[src/rtl/core_interface_sequencer_if.sv]
// Operand/result streams and the core command bus of the interface sequencer.
// Signal suffixes are from the sequencer's point of view (master modport).
interface core_interface_sequencer_if;
    logic        op_valid_i;
    logic        op_ready_o;
    logic [31:0] op_data_i;
    logic        res_valid_o;
    logic        res_ready_i;
    logic [31:0] res_data_o;
    logic        res_last_o;
    logic [7:0]  instruction_o;
    logic [23:0] address_o;
    logic [31:0] value_o;
    logic [31:0] result_i;

    modport master (
        input  op_valid_i,
        output op_ready_o,
        input  op_data_i,
        output res_valid_o,
        input  res_ready_i,
        output res_data_o,
        output res_last_o,
        output instruction_o,
        output address_o,
        output value_o,
        input  result_i
    );

    modport slave (
        output op_valid_i,
        input  op_ready_o,
        output op_data_i,
        input  res_valid_o,
        output res_ready_i,
        input  res_data_o,
        input  res_last_o,
        input  instruction_o,
        input  address_o,
        input  value_o,
        output result_i
    );
endinterface

[src/rtl/core_interface_sequencer.sv]
// Streams operands into a memory-mapped core, waits for it to compute, then
// reads the results back one at a time and streams them out.
module core_interface_sequencer #(
    parameter int          TOTAL_INPUTS    = 2,
    parameter int          TOTAL_OUTPUTS   = 1,
    parameter logic [23:0] START_ADDRESS   = 24'h000000,
    parameter int          COMPUTE_LATENCY = 2,
    parameter int          READ_LATENCY    = 1,
    parameter logic [7:0]  OP_NOP          = 8'h00,
    parameter logic [7:0]  OP_WRITE        = 8'h01,
    parameter logic [7:0]  OP_READ         = 8'h02
) (
    input  logic                       clk_i,
    input  logic                       rst_ni,
    input  logic                       clear_i,
    output logic                       busy_o,
    core_interface_sequencer_if.master bus
);

    localparam int OP_CNT_W  = $clog2(TOTAL_INPUTS  > 2 ? TOTAL_INPUTS  : 2);
    localparam int RES_CNT_W = $clog2(TOTAL_OUTPUTS > 2 ? TOTAL_OUTPUTS : 2);
    localparam int WAIT_W    = $clog2(COMPUTE_LATENCY + 2);
    localparam int RLAT_W    = $clog2(READ_LATENCY + 2);

    localparam logic [OP_CNT_W-1:0]  LAST_OP   = OP_CNT_W'(TOTAL_INPUTS - 1);
    localparam logic [RES_CNT_W-1:0] LAST_RES  = RES_CNT_W'(TOTAL_OUTPUTS - 1);
    localparam logic [WAIT_W-1:0]    WAIT_END  = WAIT_W'(COMPUTE_LATENCY);
    localparam logic [RLAT_W-1:0]    RLAT_END  = RLAT_W'(READ_LATENCY);
    localparam logic [23:0]          READ_BASE = START_ADDRESS + 24'(TOTAL_INPUTS);

    typedef enum logic [2:0] {
        ST_IDLE,
        ST_WRITE,
        ST_WAIT,
        ST_READ,
        ST_RWAIT,
        ST_OUTPUT
    } state_t;

    state_t                 state_q,     state_d;
    logic [OP_CNT_W-1:0]    op_cnt_q,    op_cnt_d;
    logic [RES_CNT_W-1:0]   res_cnt_q,   res_cnt_d;
    logic [WAIT_W-1:0]      wait_cnt_q,  wait_cnt_d;
    logic [RLAT_W-1:0]      rlat_cnt_q,  rlat_cnt_d;
    logic [7:0]             instr_q,     instr_d;
    logic [23:0]            addr_q,      addr_d;
    logic [31:0]            value_q,     value_d;
    logic                   res_valid_q, res_valid_d;
    logic                   res_last_q,  res_last_d;
    logic [31:0]            res_data_q,  res_data_d;
    logic                   op_ready_q,  op_ready_d;
    logic                   busy_q,      busy_d;

    logic op_fire;
    logic res_fire;

    assign op_fire  = bus.op_valid_i  && op_ready_q;
    assign res_fire = bus.res_ready_i && res_valid_q;

    always_comb begin
        state_d     = state_q;
        op_cnt_d    = op_cnt_q;
        res_cnt_d   = res_cnt_q;
        wait_cnt_d  = wait_cnt_q;
        rlat_cnt_d  = rlat_cnt_q;
        res_valid_d = res_valid_q;
        res_last_d  = res_last_q;
        res_data_d  = res_data_q;
        // The command bus idles at NOP/0/0 unless a command is issued this cycle.
        instr_d     = OP_NOP;
        addr_d      = 24'd0;
        value_d     = 32'd0;

        if (clear_i) begin
            state_d     = ST_IDLE;
            op_cnt_d    = '0;
            res_cnt_d   = '0;
            wait_cnt_d  = '0;
            rlat_cnt_d  = '0;
            res_valid_d = 1'b0;
            res_last_d  = 1'b0;
            res_data_d  = 32'd0;
        end else begin
            case (state_q)
                ST_IDLE, ST_WRITE: begin
                    if (op_fire) begin
                        instr_d = OP_WRITE;
                        addr_d  = START_ADDRESS + 24'(op_cnt_q);
                        value_d = bus.op_data_i;
                        if (op_cnt_q == LAST_OP) begin
                            state_d    = ST_WAIT;
                            op_cnt_d   = '0;
                            wait_cnt_d = '0;
                        end else begin
                            state_d  = ST_WRITE;
                            op_cnt_d = op_cnt_q + 1'b1;
                        end
                    end
                end
                // WAIT covers the last write cycle plus COMPUTE_LATENCY idle cycles.
                ST_WAIT: begin
                    if (wait_cnt_q == WAIT_END) begin
                        state_d    = ST_READ;
                        wait_cnt_d = '0;
                        instr_d    = OP_READ;
                        addr_d     = READ_BASE + 24'(res_cnt_q);
                    end else begin
                        wait_cnt_d = wait_cnt_q + 1'b1;
                    end
                end
                ST_READ: begin
                    state_d    = ST_RWAIT;
                    rlat_cnt_d = RLAT_W'(1);
                end
                ST_RWAIT: begin
                    if (rlat_cnt_q == RLAT_END) begin
                        state_d     = ST_OUTPUT;
                        rlat_cnt_d  = '0;
                        res_data_d  = bus.result_i;
                        res_valid_d = 1'b1;
                        res_last_d  = (res_cnt_q == LAST_RES);
                    end else begin
                        rlat_cnt_d = rlat_cnt_q + 1'b1;
                    end
                end
                ST_OUTPUT: begin
                    if (res_fire) begin
                        res_valid_d = 1'b0;
                        res_last_d  = 1'b0;
                        if (res_cnt_q == LAST_RES) begin
                            state_d   = ST_IDLE;
                            res_cnt_d = '0;
                        end else begin
                            state_d   = ST_READ;
                            res_cnt_d = res_cnt_q + 1'b1;
                            instr_d   = OP_READ;
                            addr_d    = READ_BASE + 24'(res_cnt_q) + 24'd1;
                        end
                    end
                end
                default: begin
                    state_d = ST_IDLE;
                end
            endcase
        end

        // Registered from the next state so they line up with state_q.
        op_ready_d = (state_d == ST_IDLE) || (state_d == ST_WRITE);
        busy_d     = (state_d != ST_IDLE);
    end

    always_ff @(posedge clk_i or negedge rst_ni) begin
        if (!rst_ni) begin
            state_q     <= ST_IDLE;
            op_cnt_q    <= '0;
            res_cnt_q   <= '0;
            wait_cnt_q  <= '0;
            rlat_cnt_q  <= '0;
            instr_q     <= OP_NOP;
            addr_q      <= 24'd0;
            value_q     <= 32'd0;
            res_valid_q <= 1'b0;
            res_last_q  <= 1'b0;
            res_data_q  <= 32'd0;
            op_ready_q  <= 1'b0;
            busy_q      <= 1'b0;
        end else begin
            state_q     <= state_d;
            op_cnt_q    <= op_cnt_d;
            res_cnt_q   <= res_cnt_d;
            wait_cnt_q  <= wait_cnt_d;
            rlat_cnt_q  <= rlat_cnt_d;
            instr_q     <= instr_d;
            addr_q      <= addr_d;
            value_q     <= value_d;
            res_valid_q <= res_valid_d;
            res_last_q  <= res_last_d;
            res_data_q  <= res_data_d;
            op_ready_q  <= op_ready_d;
            busy_q      <= busy_d;
        end
    end

    assign bus.op_ready_o    = op_ready_q;
    assign bus.res_valid_o   = res_valid_q;
    assign bus.res_data_o    = res_data_q;
    assign bus.res_last_o    = res_last_q;
    assign bus.instruction_o = instr_q;
    assign bus.address_o     = addr_q;
    assign bus.value_o       = value_q;
    assign busy_o            = busy_q;

endmodule

[src/flat_wrapper.sv]
// flat-port wrapper written by rule: the top's interface ports become plain ports
module core_interface_sequencer_flat 
#(
    parameter int          TOTAL_INPUTS    = 2,
    parameter int          TOTAL_OUTPUTS   = 1,
    parameter logic [23:0] START_ADDRESS   = 24'h000000,
    parameter int          COMPUTE_LATENCY = 2,
    parameter int          READ_LATENCY    = 1,
    parameter logic [7:0]  OP_NOP          = 8'h00,
    parameter logic [7:0]  OP_WRITE        = 8'h01,
    parameter logic [7:0]  OP_READ         = 8'h02
)
  (clk_i, rst_ni, clear_i, busy_o, bus_op_valid_i, bus_op_ready_o, bus_op_data_i, bus_res_valid_o, bus_res_ready_i, bus_res_data_o, bus_res_last_o, bus_instruction_o, bus_address_o, bus_value_o, bus_result_i);
  core_interface_sequencer_if bus_i ();
  input  logic clk_i;
  input  logic rst_ni;
  input  logic clear_i;
  output logic busy_o;
  input wire logic [$bits(bus_i.op_valid_i)-1:0] bus_op_valid_i;
  output wire logic [$bits(bus_i.op_ready_o)-1:0] bus_op_ready_o;
  input wire logic [$bits(bus_i.op_data_i)-1:0] bus_op_data_i;
  output wire logic [$bits(bus_i.res_valid_o)-1:0] bus_res_valid_o;
  input wire logic [$bits(bus_i.res_ready_i)-1:0] bus_res_ready_i;
  output wire logic [$bits(bus_i.res_data_o)-1:0] bus_res_data_o;
  output wire logic [$bits(bus_i.res_last_o)-1:0] bus_res_last_o;
  output wire logic [$bits(bus_i.instruction_o)-1:0] bus_instruction_o;
  output wire logic [$bits(bus_i.address_o)-1:0] bus_address_o;
  output wire logic [$bits(bus_i.value_o)-1:0] bus_value_o;
  input wire logic [$bits(bus_i.result_i)-1:0] bus_result_i;
  assign bus_i.op_valid_i = bus_op_valid_i;
  assign bus_op_ready_o = bus_i.op_ready_o;
  assign bus_i.op_data_i = bus_op_data_i;
  assign bus_res_valid_o = bus_i.res_valid_o;
  assign bus_i.res_ready_i = bus_res_ready_i;
  assign bus_res_data_o = bus_i.res_data_o;
  assign bus_res_last_o = bus_i.res_last_o;
  assign bus_instruction_o = bus_i.instruction_o;
  assign bus_address_o = bus_i.address_o;
  assign bus_value_o = bus_i.value_o;
  assign bus_i.result_i = bus_result_i;
  core_interface_sequencer #(.TOTAL_INPUTS(TOTAL_INPUTS), .TOTAL_OUTPUTS(TOTAL_OUTPUTS), .START_ADDRESS(START_ADDRESS), .COMPUTE_LATENCY(COMPUTE_LATENCY), .READ_LATENCY(READ_LATENCY), .OP_NOP(OP_NOP), .OP_WRITE(OP_WRITE), .OP_READ(OP_READ)) u_core (.clk_i(clk_i), .rst_ni(rst_ni), .clear_i(clear_i), .busy_o(busy_o), .bus(bus_i));
endmodule
[config.mk]
export PLATFORM = sky130hd
export DESIGN_NAME = core_interface_sequencer_flat
export DESIGN_NICKNAME = d
export VERILOG_FILES = /design/src/rtl/core_interface_sequencer_if.sv /design/src/rtl/core_interface_sequencer.sv /design/src/flat_wrapper.sv
export SDC_FILE = /design/constraint.sdc
export NUM_CORES = 1
export LEC_CHECK = 0
export ABC_AREA = 1
export ABC_CLOCK_PERIOD_IN_PS = 1100
export BUFFER_PORTS_ARGS = -buffer_cell sky130_fd_sc_hd__buf_2
export CAP_MARGIN = 0
export CORE_MARGIN = 4
export CORE_UTILIZATION = 40
export CTS_CLUSTER_DIAMETER = 30
export DETAILED_ROUTE_END_ITERATION = 16
export GPL_ROUTABILITY_DRIVEN = 0
export PLACE_DENSITY = 0.72
export SETUP_SLACK_MARGIN = 0.02
export SLEW_MARGIN = 20
export SYNTH_ARGS = -nofsm -noshare
export SYNTH_HDL_FRONTEND = slang
export SYNTH_SLANG_ARGS = --single-unit
[constraint.sdc]
create_clock -name clk_i -period 1.1 [get_ports clk_i]
set_input_delay 0.055 -clock clk_i [delete_from_list [all_inputs] [get_ports clk_i]]
set_output_delay 0.055 -clock clk_i [all_outputs]
set_load 0.02 [all_outputs]
==> results of run 1 <==
==> layout make-up <==
type,count,share of cell area [%]
Sequential cell,78,33.1
Tap cell,129,2.74
Timing Repair Buffer,241,32.0
Multi-Input combinational cell,172,23.9
Clock inverter,5,1.02
Clock buffer,11,2.23
Inverter,78,5.00
==> layer usage <==
layer  global-route usage (%)  share of wire (%)
met5                        0                  0
met4                     7.12                2.0
met3                     5.70                8.0
met2                     30.7                 52
met1                     19.6                 38
==> power by group <==
part	internal, uW	total, uW	switching (uW)
Combinational	616	1370	755
Clock	1060	2100	1040
Sequential	2970	3020	50.9
==> sequential cells by signal, indices dropped and copies added, names as in the netlist <==
register and cells:
u_core.wait_cnt_q 2, u_core.bus.instruction_o 1, u_core.bus.value_o 32, u_core.op_cnt_q 1, u_core.bus.address_o 2, u_core.state_q 3
u_core.bus.op_ready_o 1, u_core.bus.res_data_o 32, u_core.bus.res_valid_o 1, u_core.busy_o 1, u_core.rlat_cnt_q 2
==> worst max-delay path: cells and delay by family, from the launching register on <==
kind	cells	cell delay (ns)
buffers and inverters	2	0.29
and+or+nand+nor	2	0.20
DFF	1	0.46
AOI/OAI and AO/OA	2	0.20
==> stage by stage <==
stage                     cells  utilization [%]  total power, uW
after detailed placement    620             50.4             4070
after global placement      620             50.4             4050
final                       714             63.6             6490
after floorplan             371                -             3760
after CTS                   708             61.7             6490
after global routing        714             63.6             6810
==> cell usage in the layout (no fill, tap or decap), drive strengths merged, types with 3 or more instances in the layout <==
master         n
dfrtp         78
conb          28
a21oi          5
clkbuf        15
nor2          45
o21ai         37
nand3         38
nand2         16
buf          171
dlygate4sd3   66
inv           78
clkinv         3
==> worst max-delay path by stage <==
stage,startpoint,to,slack [ns],cells past startpoint
after floorplan,u_core.state_q[1]$_DFF_PN0_,u_core.bus.res_data_o[8]$_DFFE_PN0P_,-0.11,5
after detailed placement,u_core.state_q[1]$_DFF_PN0_,u_core.wait_cnt_q[1]$_DFFE_PN0P_,-0.22,7
after global routing,u_core.state_q[1]$_DFF_PN0_,u_core.bus.res_data_o[13]$_DFFE_PN0P_,-0.24,6
after global placement,u_core.state_q[1]$_DFF_PN0_,u_core.wait_cnt_q[1]$_DFFE_PN0P_,-0.15,7
after CTS,u_core.state_q[1]$_DFF_PN0_,u_core.bus.res_data_o[9]$_DFFE_PN0P_,-0.21,6
final,u_core.state_q[1]$_DFF_PN0_,u_core.bus.res_data_o[13]$_DFFE_PN0P_,-0.17,6
==> timing repair <==
item,4_1_cts,5_1_grt
hold buffers,66,0
cloned,2,5
hold endpoints to repair,148,0
gates resized for setup,36,12
buffers inserted,5,2
endpoints found under the setup margin,80,80
pin swaps,2,4
==> kinds of logic (layout without fill, tap and decap cells) <==
family / Yosys count / after routing / synth area share, %
other: 1 / 28 / 0.0982
buffers and inverters: 121 / 335 / 17.9
AO/OA/AOI/OAI: 43 / 43 / 9.04
flip-flops: 78 / 78 / 51.1
AND/OR/NAND/NOR: 101 / 101 / 21.9
==> impl_metrics.py, run 1 <==
metrics = {
    "outcome": {
        "outcome": "complete, but fails checks",
        "violations": "setup timing",
    },
    "critical_path": {
        "reg2reg_from": "u_core.state_q[1]$_DFF_PN0_",
        "cp_data_arrival_time_ns": 1.50,
        "reg2regPathDepth": 6,
        "required_ns": 1.33,
        "max_stage_delay_ns": 0.46,
        "reg2reg_slack_ns": -0.17,
        "crit_type": "reg -> reg",
        "cp_slowest_cell": "dfrtp_2",
        "startpoint_type": "flop",
        "crit_chain": "nor2_4 > nand2_4 > o21ai_4 > buf_6 > clkbuf_16 > o21ai_2",
        "path_max_fanout": 7,
        "setup.worst_path.end_class": "flop",
        "r2r-end": "u_core.bus.res_data_o[13]$_DFFE_PN0P_",
    },
    "cells_and_area": {
        "fill_cells": 758,
        "diodes": 0,
        "final_design_area_no_fill_um2": 5900,
        "multi_input_area_um2": 1410,
        "area_delta_synth_final_pct": 54.5,
        "drive_above_1_share_pct": 53.7,
        "ff_latch_area_um2": 1960,
        "finalNetCount": 649,
    },
    "sta": {
        "finalSetupViolCount": 78,
        "finalHoldViolCount": 0,
        "timing.setup.tns_ns": -9.90,
        "grt_setup_unrepaired": "yes",
        "fin_ws_ns": -0.170,
        "fin_crit_sh_pct": 115,
        "holdWs_ns": 0.0586,
        "fmaxAchievable_mhz": 788,
        "clock_skew_ns": 0.00735,
        "slew_viol_final": 0,
        "fin_crit_ns": 1.27,
    },
    "global_route": {
        "grt_pass1_wl_mm": 15.8,
        "grt_max_degree": 43,
        "grt_pass1_vias": 3361,
        "track_usage_pct": 17.5,
        "antenna_found_initial": 0,
        "gr-total-overflow": 0,
    },
    "power": {
        "p_leak_uw": 0.00304,
        "ir_drop_mv": 0.602,
        "powerDensity_nw_per_um2": 1100,
    },
    "drt": {
        "drt_pass1_iterations": 4,
        "antenna_left": 0,
        "routed_via_density": 4.23,
        "drc_errors": 0,
        "via_count": 3023,
        "routed_wl_mm": 9.77,
        "drt_iter0_drc": 109,
        "routedWlPerCell_um": 13.7,
    },
    "floorplan": {
        "core-area_um2": 9280,
        "io_pins": 169,
        "num_rows": 35,
        "dieWidth_um": 106,
        "initial_core_util_pct": 41.1,
        "die_h_um": 106,
        "dieArea_um2": 11200,
    },
    "min_path": {
        "worstHoldStart": "clear_i",
        "hp-class": "in -> reg",
        "whs_path_depth": 3,
        "hold_path_end": "u_core.bus.op_ready_o$_DFF_PN0_",
    },
    "synthesis": {
        "ys_seq_area_share_pct": 51.1,
        "async_reset_ff_share_pct": 100,
        "synth_cells": 344,
        "synth_seq_cells": 78,
        "synth_top_area_share_pct": 51.1,
        "yosys_warnings": 0,
        "syn_avg_cell_area_um2": 11.1,
        "synth_edf_count": 0,
        "ys_types": 23,
        "ys_top_cells_by_area": "dfrtp_1, nor2_4, nand3_2",
        "synth_top_flop_cell": "dfrtp_1",
        "yosys.area.top_type": "dfrtp_1",
        "syn-cell-area_um2": 3820,
        "yosysMostFrequentCell": "dfrtp_1",
        "synthTopCellsByCount": "dfrtp_1, inv_1, buf_4, o21ai_2",
    },
    "cts": {
        "cts.clk_slew.worst_paths_ns": 0.08,
        "cts.path.max_buffers": 2,
        "cts_sinks": 78,
        "cts_root_buf": "clkbuf_8",
        "clk_latency_ns": 0.34,
        "h-tree-depth": 3,
        "cts_made_buffers": 9,
        "tritoncts": "yes",
    },
    "placed_design": {
        "port_buffers": 140,
        "place_ws_ns": -0.216,
        "post_dp_cell_area_um2": 4680,
        "dp_hpwl_mm": 6.01,
    },
    "flow_run": {
        "maxCapViolations": 0,
    },
}
(Power assumes the default switching activity.)
==> inputs of run 2 (changes only) <==
--- a/config.mk
+++ b/config.mk
@@ -7,14 +7,13 @@
 export LEC_CHECK = 0
 export ABC_AREA = 1
 export ABC_CLOCK_PERIOD_IN_PS = 1100
-export BUFFER_PORTS_ARGS = -buffer_cell sky130_fd_sc_hd__buf_2
 export CAP_MARGIN = 0
 export CORE_MARGIN = 4
 export CORE_UTILIZATION = 40
 export CTS_CLUSTER_DIAMETER = 30
 export DETAILED_ROUTE_END_ITERATION = 16
+export DONT_BUFFER_PORTS = 1
 export GPL_ROUTABILITY_DRIVEN = 0
-export PLACE_DENSITY = 0.72
 export SETUP_SLACK_MARGIN = 0.02
 export SLEW_MARGIN = 20
 export SYNTH_ARGS = -nofsm -noshare
==> impl_metrics.py, run 2 (synthesized netlist as in run 1, its figures left out) <==
metrics = {
    "outcome": {
        "outcome": "complete, but fails checks",
        "violations": "hold timing, setup timing",
    },
    "sta": {
        "timing.setup.tns_ns": -11.28,
        "holdWs_ns": -0.606,
        "finalHoldViolCount": 78,
        "fin_crit_ns": 1.28,
        "fin_crit_sh_pct": 116,
        "fmaxAchievable_mhz": 782,
        "slew_viol_final": 0,
        "finalSetupViolCount": 78,
        "grt_setup_unrepaired": "yes",
        "fin_ws_ns": -0.179,
        "clock_skew_ns": 0.00804,
    },
    "critical_path": {
        "reg2reg_slack_ns": -0.18,
        "crit_type": "reg -> reg",
        "crit_path_start": "u_core.state_q[1]$_DFF_PN0_",
        "setup.worst_path.end_class": "flop",
        "startpoint_type": "flop",
        "endpoint": "u_core.wait_cnt_q[1]$_DFFE_PN0P_",
        "required_ns": 1.32,
        "reg2reg_from": "u_core.state_q[1]$_DFF_PN0_",
        "cp_data_arrival_time_ns": 1.50,
        "r2r-end": "u_core.wait_cnt_q[1]$_DFFE_PN0P_",
        "path_max_fanout": 4,
        "reg2regPathDepth": 7,
    },
    "cts": {
        "tritoncts": "yes",
        "cts.clk_slew.worst_paths_ns": 0.08,
        "cts_root_buf": "clkbuf_8",
        "h-tree-depth": 3,
        "cts_made_buffers": 9,
        "cts_sinks": 78,
        "clk_latency_ns": 0.34,
        "cts.path.max_buffers": 2,
    },
    "global_route": {
        "grt_max_degree": 79,
        "gr-total-overflow": 0,
        "grt_pass1_wl_mm": 13.3,
        "antenna_found_initial": 0,
        "track_usage_pct": 15.1,
        "grt_pass1_vias": 2640,
    },
    "power": {
        "ir_drop_mv": 0.606,
        "totalPowerFinal_uw": 6280,
        "p_leak_uw": 0.00234,
        "powerDensity_nw_per_um2": 1240,
    },
    "floorplan": {
        "num_rows": 35,
        "die_h_um": 106,
        "io_pins": 169,
        "dieArea_um2": 11200,
        "core-area_um2": 9280,
        "initial_core_util_pct": 41.1,
        "dieWidth_um": 106,
    },
    "cells_and_area": {
        "mostFrequentLayoutCells": "dfrtp_1, inv_1, dlygate4sd3_1",
        "finalNetCount": 507,
        "diodes": 0,
        "drive_above_1_share_pct": 38.4,
        "ff_latch_area_um2": 1960,
        "final_design_area_no_fill_um2": 5060,
        "fill_cells": 793,
        "area_delta_synth_final_pct": 32.5,
        "multi_input_area_um2": 1390,
        "final_common_cell": "dfrtp_1",
    },
    "flow_run": {
        "maxCapViolations": 0,
    },
    "drt": {
        "drt_pass1_iterations": 4,
        "antenna_left": 0,
        "drt_iter0_drc": 96,
        "routed_wl_mm": 8.51,
        "routed_via_density": 4.30,
        "via_count": 2459,
        "drc_errors": 0,
        "routedWlPerCell_um": 14.9,
    },
    "placed_design": {
        "dp_hpwl_mm": 5.25,
        "port_buffers": 0,
        "post_dp_cell_area_um2": 3990,
    },
    "min_path": {
        "hp-class": "in -> async",
    },
}
## run 2: cell types whose count changed in the layout (fill, tap and decap cells not counted), sizes merged
cell	before	now
dlymetal6s4s	0	1
clkinv	3	2
buf	171	31
clkbuf	15	14
clkinvlp	1	2
dlygate4sd3	66	64
## run 2: timing repair
action	in CTS	in global routing
hold buffers	64	1
cloned	1	4
setup buffers	2	2
pin swaps	2	5
endpoints found under the setup margin	78	78
gates resized for setup	23	15
endpoints found under the hold margin	154	79
## run 2: layer usage
metal  global-route usage [%]  wire length [um]  up-vias
li1                         -                 -     1168
met3                     7.41               934        4
met2                     25.4              4360      119
met1                     17.3              3180     1168
met5                        0                 0        -
met4                     3.98                46        0
## run 2: worst min path at each step
stage	from	to	slack (ns)	cells after the start
6_report	rst_ni	u_core.bus.res_data_o[16]$_DFFE_PN0P_	-0.61	0
4_1_cts	rst_ni	u_core.wait_cnt_q[1]$_DFFE_PN0P_	-0.62	0
2_1_floorplan	rst_ni	u_core.bus.address_o[0]$_DFF_PN0_	-0.24	0
3_3_place_gp	rst_ni	u_core.bus.res_data_o[16]$_DFFE_PN0P_	-0.24	0
3_5_place_dp	rst_ni	u_core.bus.res_data_o[10]$_DFFE_PN0P_	-0.24	0
5_1_grt	rst_ni	u_core.bus.res_data_o[23]$_DFFE_PN0P_	-0.64	0
## run 2: stage by stage
step	instances	hold slack (ns)	setup WS, ns	utilization, %
after floorplan	371	-0.241	-0.106	-
after global placement	484	-0.239	-0.143	42.9
after detailed placement	484	-0.239	-0.181	42.9
after CTS	567	-0.624	-0.175	53.1
after global routing	572	-0.636	-0.250	54.5
final	572	-0.606	-0.179	54.5
## run 2: final cells by class
class	count	area share, %
Sequential cell	78	38.6
Inverter	78	5.88
Clock inverter	5	1.16
Clock buffer	11	2.79
Multi-Input combinational cell	172	27.4
Tap cell	129	3.19
Timing Repair Buffer	99	21.0
## run 2: where the power goes
part | internal, uW | total (uW) | switching, uW
clock | 1110 | 2190 | 1070
combinational | 427 | 941 | 514
sequential | 2970 | 3150 | 180
total | 4510 | 6280 | 1770
## run 2: worst max-delay path: stages (launching register included)
cell and delay (ns):
dfrtp_2 0.46, buf_4 0.17, nor2_1 0.15, nand2_1 0.11, nand2_2 0.10, inv_1 0.06
nand2_1 0.05, a21oi_1 0.05
==> inputs of run 3 (changes only) <==
--- a/config.mk
+++ b/config.mk
@@ -10,10 +10,12 @@
 export CAP_MARGIN = 0
 export CORE_MARGIN = 4
 export CORE_UTILIZATION = 40
+export CTS_BUF_LIST = sky130_fd_sc_hd__clkbuf_8 sky130_fd_sc_hd__clkbuf_16
 export CTS_CLUSTER_DIAMETER = 30
 export DETAILED_ROUTE_END_ITERATION = 16
 export DONT_BUFFER_PORTS = 1
 export GPL_ROUTABILITY_DRIVEN = 0
+export PLACE_DENSITY_LB_ADDON = 0.08
 export SETUP_SLACK_MARGIN = 0.02
 export SLEW_MARGIN = 20
 export SYNTH_ARGS = -nofsm -noshare
==> impl_metrics.py, run 3 (synthesized netlist as in run 1, its figures left out) <==
metrics = {
    "outcome": {
        "outcome": "complete, but fails checks",
        "violations": "hold timing, setup timing",
    },
    "critical_path": {
        "startpoint_type": "flop",
        "reg2regPathDepth": 5,
        "crit_type": "reg -> reg",
        "cp_data_arrival_time_ns": 1.52,
        "required_ns": 1.32,
        "path_max_fanout": 22,
        "setup.worst_path.end_class": "flop",
    },
    "power": {
        "p_leak_uw": 0.00238,
        "seqPwrFrac_pct": 52.8,
        "p_int_uw": 4240,
        "clkPwrFrac_pct": 32.2,
        "combPwrFrac_pct": 15.1,
        "powerDensity_nw_per_um2": 1180,
        "p_sw_uw": 1730,
        "ir_drop_mv": 0.750,
        "power.share.switching_pct": 28.9,
    },
    "drt": {
        "via_count": 2482,
        "routed_via_density": 4.26,
        "routed_wl_mm": 8.53,
        "drt_pass1_iterations": 4,
        "routedWlPerCell_um": 14.7,
        "drt_iter0_drc": 100,
        "drc_errors": 0,
        "antenna_left": 0,
    },
    "floorplan": {
        "io_pins": 169,
        "dieArea_um2": 11200,
        "die_h_um": 106,
        "dieWidth_um": 106,
        "core-area_um2": 9280,
        "initial_core_util_pct": 41.1,
        "num_rows": 35,
    },
    "sta": {
        "holdWs_ns": -0.594,
        "fin_crit_sh_pct": 118,
        "fin_crit_ns": 1.30,
        "finalHoldViolCount": 78,
        "grt_setup_unrepaired": "yes",
        "slew_viol_final": 0,
        "finalSetupViolCount": 77,
        "fmaxAchievable_mhz": 768,
        "fin_ws_ns": -0.202,
        "clock_skew_ns": 0.0106,
    },
    "global_route": {
        "grt_pass1_wl_mm": 13.5,
        "gr-total-overflow": 0,
        "grt_pass1_vias": 2640,
        "track_usage_pct": 15.3,
        "antenna_found_initial": 0,
        "grt_max_degree": 79,
    },
    "cts": {
        "clk_latency_ns": 0.34,
        "cts_root_buf": "clkbuf_8",
        "cts.path.max_buffers": 2,
        "h-tree-depth": 3,
        "tritoncts": "yes",
        "hold_buffers": 65,
        "cts.clk_slew.worst_paths_ns": 0.09,
        "cts_sinks": 78,
        "cts_made_buffers": 9,
    },
    "cells_and_area": {
        "fin_cells": 582,
        "finalNetCount": 517,
        "multi_input_area_um2": 1370,
        "drive_above_1_share_pct": 40.2,
        "area_delta_synth_final_pct": 32.6,
        "fill_cells": 802,
        "diodes": 0,
        "ff_latch_area_um2": 1960,
        "final_common_cell": "dfrtp_1",
        "mostFrequentLayoutCells": "dfrtp_1, inv_1, dlygate4sd3_1",
        "final_design_area_no_fill_um2": 5060,
    },
    "min_path": {
        "hp-class": "in -> async",
    },
    "placed_design": {
        "port_buffers": 0,
        "dp.cells": 498,
        "post_dp_cell_area_um2": 4080,
        "dp_hpwl_mm": 5.41,
    },
    "flow_run": {
        "maxCapViolations": 0,
    },
}
run 3: cell types whose count changed in the layout (fill, tap and decap cells not counted), moves of 2 or more:
cell and delta:
nor2_2 +6, clkbuf_16 -3, nor2_4 -2, nor2_1 -4, inv_1 +2, buf_4 +12
run 3: metal layers:
layer  wire length [um]  vias up  track usage [%]  share of wire (%)
li1                   -     1188                -                  -
met1               3310     1187             18.3                 39
met2               4350      101             25.0                 51
met3                816        6             7.41                9.6
met4                 59        0             3.61               0.69
met5                  0        -                0                  0
run 3: layout make-up:
type | instances | share of cell area, %
flip-flops and latches | 78 | 38.6
multi-input cells | 172 | 27.1
repair buffers | 109 | 21.7
inverters | 78 | 5.88
well taps | 129 | 3.19
clock buffers | 10 | 2.72
clock inverters | 6 | 0.766
run 3: worst max-delay path, cell delays in order (launching register included):
cell and delay, ns:
dfrtp_2 0.47, nor2_4 0.11, nand2_4 0.09, o21ai_4 0.21, buf_12 0.21, o21ai_1 0.07
run 3: worst paths after layout:
kind	startpoint	end	slack, ns
max	u_core.state_q[1]$_DFF_PN0_	u_core.bus.res_data_o[6]$_DFFE_PN0P_	-0.20
min	rst_ni	u_core.bus.value_o[22]$_DFF_PN0_	-0.59
max reg2reg	u_core.state_q[1]$_DFF_PN0_	u_core.bus.res_data_o[6]$_DFFE_PN0P_	-0.20
min reg2reg	u_core.rlat_cnt_q[1]$_DFFE_PN0P_	u_core.rlat_cnt_q[1]$_DFFE_PN0P_	0.51
max in group asynchronous	rst_ni	u_core.rlat_cnt_q[1]$_DFFE_PN0P_	1.58
min in group clk_i	bus_op_valid_i	u_core.bus.address_o[0]$_DFF_PN0_	0.09
run 3: per-stage QoR:
step / TNS (ns) / power (uW) / hold slack (ns) / setup slack (ns) / util, %
finish: -11.01 / 5960 / -0.594 / -0.202 / 54.5
CTS: -11.75 / 6030 / -0.625 / -0.198 / 54.1
detailed placement: -9.55 / 3790 / -0.239 / -0.196 / 43.9
global route: -14.89 / 6260 / -0.632 / -0.246 / 54.5
global placement: -7.89 / 3790 / -0.239 / -0.160 / 43.9
floorplan: -4.53 / 3760 / -0.241 / -0.106 / -
run 3: timing repair:
action | CTS | global route
gates resized for setup | 27 | 13
buffers inserted | 2 | 2
cloned | 1 | 0
pin swaps | 2 | 1
endpoints found under the setup margin | 75 | 78
endpoints found under the hold margin | 150 | 78
run 3: power groups by stage:
stage,Sequential [uW],Combinational [uW],Clock [uW]
global placement,3200,583,0
global route,3160,964,2130
CTS,3150,874,2010
detailed placement,3200,592,0
finish,3150,899,1920
floorplan,3190,569,0
